<file path="config.mk">
export PLATFORM = sky130hd
export DESIGN_NAME = shift_register
export DESIGN_NICKNAME = d
export VERILOG_FILES = /design/src/rtl/shift_register_pkg.sv /design/src/rtl/shift_register.sv
export SDC_FILE = /design/constraint.sdc
export NUM_CORES = 1
export LEC_CHECK = 0
export BUFFER_PORTS_ARGS = -buffer_cell sky130_fd_sc_hd__buf_2
export CAP_MARGIN = 0
export CORE_AREA = 4 4 41 43
export DETAILED_ROUTE_END_ITERATION = 8
export DIE_AREA = 0 0 45 47
export GPL_ROUTABILITY_DRIVEN = 0
export PLACE_DENSITY_LB_ADDON = 0.12
export SETUP_SLACK_MARGIN = 0.5
export SYNTH_ARGS = -nofsm -noshare
export SYNTH_HDL_FRONTEND = slang
export SYNTH_SLANG_ARGS = --single-unit
</file>
<file path="constraint.sdc">
create_clock -name clk -period 1.2 [get_ports clk]
set_clock_uncertainty 0.15 [all_clocks]
set_input_delay 0.24 -clock clk [delete_from_list [all_inputs] [get_ports clk]]
set_output_delay 0.24 -clock clk [all_outputs]
set_load 0.1 [all_outputs]
</file>
<file path="src/rtl/shift_register_pkg.sv">
// Shared constants for the shift_register block: shift direction encodings
// and the default register width.
package shift_register_pkg;

   localparam logic DIR_LEFT  = 1'b0;
   localparam logic DIR_RIGHT = 1'b1;

   localparam int SHIFT_REGISTER_DEFAULT_WIDTH = 8;

endpackage : shift_register_pkg

</file>
<file path="src/rtl/shift_register.sv">
// Parallel-load, bidirectional serial-in shift register.
// Load has priority over shift. A left shift moves bits toward the MSB and
// inserts ser_in at bit 0. A right shift moves bits toward the LSB and
// inserts ser_in at the MSB. Bits shifted off either end are normally
// dropped.
// Optional feature macro: SHIFT_REGISTER_SER_OUT_EN adds a registered
// ser_out port. It holds the bit most recently shifted out of the register.
module shift_register
   import shift_register_pkg::*;
#(
   parameter int WIDTH = SHIFT_REGISTER_DEFAULT_WIDTH
) (
   input  logic             clk,
   input  logic             rst,
   input  logic             shift,
   input  logic             load,
   input  logic             dir,
   input  logic [WIDTH-1:0] data,
   input  logic             ser_in,
`ifdef SHIFT_REGISTER_SER_OUT_EN
   output logic             ser_out,
`endif
   output logic [WIDTH-1:0] q
);

   logic [WIDTH-1:0] q_d;
   logic [WIDTH-1:0] q_q;
   logic [WIDTH-1:0] shl_val;
   logic [WIDTH-1:0] shr_val;

   // Both candidate shift results are always computed. The select below
   // then stays a flat mux and has no arithmetic on the control path.
   always_comb begin
      shl_val = {q_q[WIDTH-2:0], ser_in};
      shr_val = {ser_in, q_q[WIDTH-1:1]};
   end

`ifdef SHIFT_REGISTER_SER_OUT_EN
   logic ser_out_d;
   logic ser_out_q;

   // Next-state selection with priority load > shift > hold; ser_out only
   // captures the bit that falls off the end during a shift.
   always_comb begin
      q_d       = q_q;
      ser_out_d = ser_out_q;
      if (load) begin
         q_d = data;
      end else if (shift) begin
         if (dir == DIR_LEFT) begin
            q_d       = shl_val;
            ser_out_d = q_q[WIDTH-1];
         end else begin
            q_d       = shr_val;
            ser_out_d = q_q[0];
         end
      end
   end

   // State flops; reset clears the register and the serial output at once.
   always_ff @(posedge clk or posedge rst) begin
      if (rst) begin
         q_q       <= '0;
         ser_out_q <= 1'b0;
      end else begin
         q_q       <= q_d;
         ser_out_q <= ser_out_d;
      end
   end

   assign ser_out = ser_out_q;
`else
   // Next-state selection with priority load > shift > hold.
   always_comb begin
      q_d = q_q;
      if (load) begin
         q_d = data;
      end else if (shift) begin
         if (dir == DIR_LEFT) begin
            q_d = shl_val;
         end else begin
            q_d = shr_val;
         end
      end
   end

   // State flops; reset clears the register at once.
   always_ff @(posedge clk or posedge rst) begin
      if (rst) begin
         q_q <= '0;
      end else begin
         q_q <= q_d;
      end
   end
`endif

   assign q = q_q;

endmodule : shift_register

</file>
==> run metrics, run 1 <==
clk slew on worst S/H paths 0.06 ns; Crit Path Category flip-flop to primary output; CTS tree done; Sink Count 8; drt first pass iters 3; Final setup violation count 16; Period Utilization, post-route 1.10; cell-internal power 674 µW; vias in the first global route 431; sw frac 0.402; vias after detailed routing 474; status finished with violations; RSZ-0062 raised after global routing yes; FP Rows 13; Crit path buffers/inverters 1; WHS -0.228 ns; Die Area 2120 µm²; ANT cells 0; Area after DPL 764 µm²; final net count 93; failing checks hold timing, setup timing; fill cell count 107; CP Launch Point q[6]; GRT overflow 0; sequential power share 0.316; largest net degree at the start of global routing 16; DR iter-0 viols 2; Hold WC Path Type primary input to async pin; Register Area 230 µm²; synth top area cells dfrtp_1 (42%), mux2i_1 (17%), or3b_2 (11%), o211ai_1 (9.4%), nand2_1 (6.2%); DIE WIDTH 45 µm; library cells used by synthesis 11; via/cell ratio 5.15; number of clock buffers inserted by TritonCTS 3; port bufs 21; Final WS setup -0.120 ns; Total Wirelength 1330 µm; layout cells sized above 1 0.662; Synth Cell Area 482 µm²; Worst Tran Pin Value 0.335 ns; Gate power share 0.494; clock network fraction of total power 0.191; crit start category flip-flop; Boundary Pins 22; max_cap viols 0; initial antenna violation count 0; most frequent cells in the layout buf_2 (13), mux2i_1 (8), nand2_1 (8), buf_12 (8), dfrtp_4 (8); critical path capture point type primary output; core area 1300 µm²; yosys warns 0; crit path max-delay cell type dfrtp_4; Final Hold Vio Count 8; root buf cell clkbuf_4; Synth top area share 0.416; sequential fraction of the synthesis area 0.416; net switching power 453 µW; die height 47 µm; starting density of the core 0.370; Lkg Pwr 0.404 nW; drt drc 0; Max Slew Vio Count 0; CP top delay family flip-flops; htree depth 1; Area Overhead vs Synth 82.9%; worst stage delay on the critical path 0.50 ns; Clk Latency, worst-skew pair 0.26 ns; Crit Path Max Fanout 2; Routed wire per std cell 14.5 µm; Post-DRT Antenna Nets 0; Final min period 1.32 ns; FF-to-FF Start q[6]; Final Instance Area 881 µm²; Slew HR 0.776; Synth area leader dfrtp_1; multi-input logic area 272 µm²; max FFs per register 8; maximum VDD drop 0.000727 V; dpl ws -0.0735 ns; Syn Area/Cell 10.7 µm²; Mapped Cells 45; highest clock rate 757 MHz; GRT Util Overall 0.144; cell area power density 1280 nW/µm²; Req. time, crit path 0.81 ns; most common cell after layout, fill and taps aside buf_2; syn_nets 59; CP Data Arrival Time 0.93 ns; global-route wire length before repair 2080 µm; FF+latch count, synth 8; Clock Tree Buf Depth 2; CP Cell Sequence buf_12
-- through the flow --
step | utilization | setup TNS [ns] | power, mW | hold slack, ns | std cells
after global placement | 0.588 | -0.295 | 0.846 | 0.0647 | 80
after floorplan | - | -0.876 | 0.659 | -0.0942 | 45
after CTS | 0.657 | -1.06 | 1.12 | -0.224 | 89
after detailed placement | 0.588 | -0.404 | 0.849 | 0.0598 | 80
final | 0.677 | -1.20 | 1.13 | -0.228 | 92
after global routing | 0.677 | -1.75 | 1.19 | -0.212 | 92
-- final cells by class --
class,count,area share
repair buffers,32,0.379
multi-input cells,33,0.308
flip-flops and latches,8,0.261
clock buffers,3,0.0256
well taps,15,0.0213
inverters,1,0.00426
-- final timing paths --
path | end | slack, ns | cells after the start
worst max register to register | q[6] | -0.07 | 4
worst min register to register | q[6] | 0.56 | 2
worst min-delay path | q[6] | -0.23 | 2
worst max-delay path | q[6] | -0.12 | 1
max in group asynchronous | q[2] | 0.85 | 2
min in group clk | q[0] | 0.06 | 3
-- cell families (layout without fill, tap and decap cells) --
group,after synthesis,in the layout,synth area share
mux,8,8,0.166
flops,8,8,0.416
buf+inv,4,36,0.0519
compound gates,8,8,0.145
simple gates,17,17,0.221
-- layer usage --
metal | GRT usage | vias to the layer above | wire length, µm
met5 | 0 | - | 0
met4 | 0.0351 | 0 | 0
met3 | 0.0728 | 0 | 112
met2 | 0.218 | 19 | 658
met1 | 0.183 | 225 | 563
li1 | - | 230 | -
-- power by group through the flow --
| stage | combinational, mW | sequential [mW] | clock, mW |
|---|---|---|---|
| global placement | 0.475 | 0.370 | 0 |
| global route | 0.575 | 0.361 | 0.251 |
| finish | 0.556 | 0.356 | 0.215 |
| detailed placement | 0.480 | 0.369 | 0 |
| floorplan | 0.0961 | 0.563 | 0 |
| CTS | 0.536 | 0.357 | 0.223 |
-- repair_timing --
| action | CTS | global route |
|---|---|---|
| setup buffers | 6 | 3 |
| setup endpoints to repair | 16 | 16 |
| pin swaps | 1 | 1 |
| gates resized for setup | 6 | 1 |
| hold endpoints to repair | 8 | 8 |
-- synth_stat cells --
library cell / number
dfrtp_1: 8
mux2i_1: 8
nand2_1: 8
o211ai_1: 6
or3b_2: 6
buf_2: 2
o211ai_2: 2
or3b_1: 2
buf_6: 1
inv_1: 1
nand2b_1: 1
Note: power is estimated with default switching activity, not from simulation.
==> inputs of run 2 (changes only) <==
--- a/constraint.sdc
+++ b/constraint.sdc
@@ -3,3 +3,3 @@
 set_input_delay 0.24 -clock clk [delete_from_list [all_inputs] [get_ports clk]]
 set_output_delay 0.24 -clock clk [all_outputs]
-set_load 0.1 [all_outputs]
+set_load 0.02 [all_outputs]
==> run 2 against run 1 <==
The run still ends with hold timing, setup timing left. Total power decreased by 25%. Critical path depth unchanged. Worst setup slack improved by 0.11 ns. First-iteration DRC count increased to 4.5 times the previous value. Via count decreased by 6.1%. Maximum frequency increased by 9.4%. Sequential power decreased by 7.0%. Register-to-register slack improved by 0.08 ns. Design area decreased by 13%. Clock-buffer cell count unchanged. Flip-flop and latch count unchanged. Utilization decreased by 8.7 points. Largest cell class is now multi-input gates.
==> run metrics, run 2 (synthesis gave the netlist of run 1 again) <==
cell-internal power 589 µW (was 674 µW); ANT cells 0 (unchanged); Setup TNS -0.00926 ns (was -1.20 ns); Final min period 1.21 ns (was 1.32 ns); FF-to-FF End q[5] (was q[6]); met1 usage 0.168 (was 0.183); net switching power 252 µW (was 453 µW); DIE WIDTH 45 µm (unchanged); drt first pass iters 2 (was 3); dpl ws -0.0833 ns (was -0.0735 ns); sequential power share 0.393 (was 0.316); Clk Latency, worst-skew pair 0.26 ns (about the same); Final WS setup -0.00696 ns (was -0.120 ns); status finished with violations (unchanged); gr busiest metal met2 (unchanged); Area Overhead vs Synth 59.5% (was 82.9%); Worst Tran Pin Value 0.357 ns (was 0.335 ns); Crit path buffers/inverters 1 (unchanged); placed instance count 80 (unchanged); most common cell after layout, fill and taps aside buf_6 (was buf_2); FF-to-FF Start q[5] (was q[6]); crit path max-delay cell type dfrtp_2 (was dfrtp_4); FP Rows 13 (unchanged); root buf cell clkbuf_4 (unchanged); DR iter-0 viols 9 (was 2); Clock Tree Buf Depth 2 (unchanged); clk slew on worst S/H paths 0.06 ns (about the same); Period Utilization, post-route 1.01 (was 1.10); Total Wirelength 1210 µm (was 1330 µm); Gate power share 0.352 (was 0.494); Final setup violation count 2 (was 16); Hold WC Path Type primary input to async pin (unchanged); port bufs 21 (unchanged); Slew HR 0.762 (was 0.776); Routed wire per std cell 13.6 µm (was 14.5 µm); worst stage delay on the critical path 0.42 ns (was 0.50 ns); Reg2Reg Depth 3 (was 4); CP Cell Sequence buf_6 (was buf_12); layout cells sized above 1 0.662 (about the same); Max Slew Vio Count 0 (unchanged); max FFs per register 8 (unchanged); number of clock buffers inserted by TritonCTS 3 (unchanged); highest clock rate 829 MHz (was 757 MHz); total chip power 841 µW (was 1.13 mW); vias in the first global route 452 (was 431); met2 Use GR 0.215 (was 0.218); maximum VDD drop 0.000522 V (was 0.000727 V); global-route wire length before repair 1960 µm (was 2080 µm); htree depth 1 (unchanged); drt drc 0 (unchanged); Final Hold Vio Count 8 (unchanged); sw frac 0.300 (was 0.402); Sink Count 8 (unchanged); dpl hpwl 846 µm; initial antenna violation count 0 (unchanged); Lkg Pwr 0.363 nW (was 0.404 nW); critical path capture point type primary output (unchanged); WHS -0.224 ns (was -0.228 ns); Boundary Pins 22 (unchanged); GRT overflow 0 (unchanged); cell area power density 1090 nW/µm² (was 1280 nW/µm²); Req. time, crit path 0.81 ns (about the same); max_cap viols 0 (unchanged); GRT Util Overall 0.132 (was 0.144); CTS tree done (unchanged); largest net degree at the start of global routing 16 (unchanged); Final Instance Area 768 µm² (was 881 µm²); Post-DRT Antenna Nets 0 (unchanged); CP Data Arrival Time 0.82 ns (was 0.93 ns); final net count 90 (was 93); final core utilization 0.590 (was 0.677); Final Instance Count excl. Fillers 89 (was 92); failing checks hold timing, setup timing (unchanged); die height 47 µm (unchanged); Crit Path Category flip-flop to primary output (unchanged); RSZ-0062 raised after global routing yes (unchanged); R2R setup slack 0.01 ns (was -0.07 ns); Area after DPL 624 µm² (was 764 µm²); Die Area 2120 µm² (unchanged); vias after detailed routing 445 (was 474); CP top delay family flip-flops (unchanged); clock network fraction of total power 0.255 (was 0.191); most frequent cells in the layout buf_6 (14), buf_2 (13), nand2_1 (8), dfrtp_2 (8), mux2i_1 (7) (was buf_2 (13), mux2i_1 (8), nand2_1 (8), buf_12 (8), dfrtp_4 (8)); crit start category flip-flop (unchanged); Crit Path Max Fanout 2 (unchanged); via/cell ratio 5.00 (was 5.15); core area 1300 µm² (unchanged); starting density of the core 0.370 (unchanged); met3 Usage GRT 0.0230 (was 0.0728)
-- run 2: cell types whose count changed in the layout (fill, tap and decap cells not counted), sizes merged --
| cell | previous run | this run |
|---|---|---|
| buf | 32 | 29 |
-- run 2: power groups by stage --
| stage | sequential, mW | combinational, mW | clock [mW] |
|---|---|---|---|
| 6_report | 0.331 | 0.296 | 0.214 |
| 5_1_grt | 0.334 | 0.317 | 0.238 |
| 4_1_cts | 0.330 | 0.292 | 0.221 |
| 3_5_place_dp | 0.338 | 0.201 | 0 |
| 3_3_place_gp | 0.338 | 0.201 | 0 |
| 2_1_floorplan | 0.368 | 0.0962 | 0 |
-- run 2: repair_timing --
action / 4_1_cts / 5_1_grt
hold endpoints to repair: 8 / 8
pin swaps: 1 / 1
endpoints found under the setup margin: 16 / 16
gates resized for setup: 21 / 2
buffers inserted: 6 / 0
-- run 2: worst max-delay path by stage --
| stage | startpoint | slack [ns] | cells after the start | end |
|---|---|---|---|---|
| after floorplan | q[1] | 0.1 | 2 | q[1] |
| after global placement | load | -0.06 | 3 | q[5] |
| after detailed placement | load | -0.08 | 3 | q[7] |
| after CTS | q[7] | -0.007 | 1 | q[7] |
| after global routing | q[5] | -0.04 | 3 | q[5] |
| final | q[5] | -0.007 | 1 | q[5] |
-- run 2: area by class of cell --
| class | instances | area [µm²] |
|---|---|---|
| fillers | 113 | 533 |
| multi-input cells | 33 | 275 |
| repair buffers | 29 | 238 |
| flip-flops and latches | 8 | 210 |
| clock buffers | 3 | 22.5 |
| well taps | 15 | 18.8 |
| inverters | 1 | 3.75 |
-- run 2: metal layers --
layer / wire (µm) / up-vias
met5: 0 / -
met2: 559 / 14
met3: 77 / 0
met1: 575 / 206
met4: 0 / 0
li1: - / 225
==> inputs of run 3 (changes only) <==
ABC_AREA = 1   (was default)
SETUP_SLACK_MARGIN = 0.1   (was 0.5)
==> run 3 against run 2 <==
The flow now finishes without violations. Critical endpoint is now q[2]. Clock-buffer cell count is the same. Utilization grew 2.3 points. Global-route usage grew 2.3 points. Flip-flop and latch count is the same. Largest cell class unchanged. First-iteration DRC count shrank 44%. Register-to-register slack gained 0.09 ns. Die area is the same. Maximum frequency grew 2.3%. Clock power grew 2%.
==> run metrics, run 3 <==
final net count 129 (was 90); Mapped Cells 80 (was 45); Crit Path Max Fanout 2 (unchanged); layout cells sized above 1 0.389 (was 0.662); DIE WIDTH 45 µm (unchanged); FP Rows 13 (unchanged); Setup TNS 0 ns (was -0.00926 ns); Final Instance Count excl. Fillers 128 (was 89); Routed wire per std cell 11.0 µm (was 13.6 µm); Final min period 1.18 ns (was 1.21 ns); most common cell after layout, fill and taps aside nand2_1 (was buf_6); library cells used by synthesis 8 (was 11); Final WS setup 0.0200 ns (was -0.00696 ns); dpl ws 0.155 ns (was -0.0833 ns); clk slew on worst S/H paths 0.06 ns (about the same); GRT Util Overall 0.155 (was 0.132); highest clock rate 847 MHz (was 829 MHz); CP Cell Sequence buf_6 (unchanged); Crit Path Category flip-flop to primary output (unchanged); CP Data Arrival Time 0.79 ns (was 0.82 ns); CTS tree done (unchanged); RSZ-0062 raised after global routing yes (unchanged); Synth top area share 0.387 (was 0.416); Post-synth top flop dfrtp_1 (unchanged); Clock Tree Buf Depth 2 (unchanged); GRT overflow 0 (unchanged); gr busiest metal met2 (unchanged); FF+latch count, synth 8 (unchanged); met1 usage 0.196 (was 0.168); root buf cell clkbuf_4 (unchanged); Hold WC Path Type primary input to flip-flop (was primary input to async pin); Post-synth ARST share 1.00 (unchanged); Slew HR 0.753 (was 0.762); worst stage delay on the critical path 0.40 ns (was 0.42 ns); Commonest cells post-synth nand2_1 (46), inv_1 (11), a21oi_1 (8), dfrtp_1 (8) (was dfrtp_1 (8), mux2i_1 (8), nand2_1 (8)); drt first pass iters 3 (was 2); syn_nets 94 (was 59); Req. time, crit path 0.81 ns (about the same); total chip power 847 µW (was 841 µW); EDFF count, synth 0 (unchanged); final core utilization 0.613 (was 0.590); die height 47 µm (unchanged); Total Wirelength 1410 µm (was 1210 µm); met2 Use GR 0.232 (was 0.215); port bufs 21 (unchanged); status completed (was finished with violations); Max Slew Vio Count 0 (unchanged); yosys warns 0 (unchanged); largest net degree at the start of global routing 11 (was 16); starting density of the core 0.397 (was 0.370); Synth area leader dfrtp_1 (unchanged); Boundary Pins 22 (unchanged); cell area power density 1060 nW/µm² (was 1090 nW/µm²); vias in the first global route 530 (was 452); most frequent cells in the layout nand2_1 (43), buf_2 (13), buf_6 (11), inv_1 (10), dfrtp_1 (8) (was buf_6 (14), buf_2 (13), nand2_1 (8), dfrtp_2 (8), mux2i_1 (7)); sequential fraction of the synthesis area 0.387 (was 0.416); CP top delay family flip-flops (unchanged); max_cap viols 0 (unchanged); Post-DRT Antenna Nets 0 (unchanged); vias after detailed routing 576 (was 445); maximum VDD drop 0.000553 V (was 0.000522 V); number of clock buffers inserted by TritonCTS 3 (unchanged); Period Utilization, post-route 0.983 (was 1.01); global-route wire length before repair 2280 µm (was 1960 µm); htree depth 1 (unchanged); max FFs per register 8 (unchanged); crit path max-delay cell type dfrtp_1 (was dfrtp_2); Sink Count 8 (unchanged); most common cell in the synthesized netlist nand2_1; initial antenna violation count 0 (unchanged); ANT cells 0 (unchanged); placed instance count 114 (was 80); Crit path buffers/inverters 1 (unchanged); critical path capture point type primary output (unchanged); Synth Cell Area 517 µm² (was 482 µm²); dpl hpwl 948 µm (was 846 µm); Clk Latency, worst-skew pair 0.26 ns (about the same); Final setup violation count 0 (was 2); DR iter-0 viols 5 (was 9); Die Area 2120 µm² (unchanged); met3 Usage GRT 0.0498 (was 0.0230); Lkg Pwr 0.500 nW (was 0.363 nW); Worst Tran Pin Value 0.370 ns (was 0.357 ns); core area 1300 µm² (unchanged); Area Overhead vs Synth 54.5% (was 59.5%); Final Hold Vio Count 0 (was 8); crit start category flip-flop (unchanged); Syn Area/Cell 6.46 µm² (was 10.7 µm²); synth top area cells dfrtp_1 (39%), nand2_1 (33%), inv_1 (8.0%), a21oi_1 (7.7%), buf_6 (4.4%) (was dfrtp_1 (42%), mux2i_1 (17%), or3b_2 (11%), o211ai_1 (9.4%), nand2_1 (6.2%)); fill cell count 139 (was 113); via/cell ratio 4.50 (was 5.00); drt drc 0 (unchanged)
==> run 3: path summary, 6_finish.rpt <==
kind,start,end,slack (ns),cells after the start
worst max register to register,q[0],q[0],0.10,4
min in group asynchronous,rst,q[0],0.34,3
worst min register to register,q[7],q[7],0.47,3
worst max-delay path,q[2],q[2],0.02,1
worst min-delay path,data[7],q[7],0.11,5
max in group asynchronous,rst,q[1],0.29,3
==> run 3: timing repair <==
item	in CTS	in global routing
hold endpoints to repair	8	0
hold buffers	1	0
resized for setup	16	8
setup buffers	8	2
endpoints found under the setup margin	8	8
pin swaps	0	6
==> run 3: power breakdown <==
part	total, mW	leakage [nW]	switching [mW]	internal (mW)
combinational	0.309	0.388	0.154	0.155
sequential	0.319	0.0979	0.0208	0.298
clock	0.219	0.0138	0.104	0.115
total	0.847	0.500	0.278	0.568
==> run 3: area by class of cell <==
| cell class | count | area [µm²] | area share |
|---|---|---|---|
| multi-input combinational | 57 | 256 | 0.321 |
| timing repair buffer | 32 | 251 | 0.315 |
| sequential | 8 | 200 | 0.251 |
| inverter | 13 | 48.8 | 0.0611 |
| clock buffer | 3 | 22.5 | 0.0282 |
| tap | 15 | 18.8 | 0.0235 |
==> run 3: cells by family after synthesis <==
logic type      count (synthesis)  synth area share
simple gates                   49             0.397
flops                           8             0.387
buf+inv                        15             0.138
compound gates                  8            0.0775
==> run 3: routing by layer <==
layer  share of wire  vias to the layer above
li1                -                      305
met1            0.47                      253
met2            0.46                       14
met3           0.055                        4
met4           0.016                        0
met5               0                        -
==> run 3: worst reg2reg max path: stages, from the launching register on <==
cell     delay [ns]
dfrtp_1        0.39
buf_4          0.14
buf_6          0.11
a21oi_1        0.14
nand2_1        0.06
==> run 3: stage by stage <==
step	area (µm²)	hold slack, ns
2_1_floorplan	517	-0.0943
3_3_place_gp	618	0.0689
3_5_place_dp	618	0.0739
4_1_cts	761	0.0949
5_1_grt	798	0.108
6_report	798	0.105
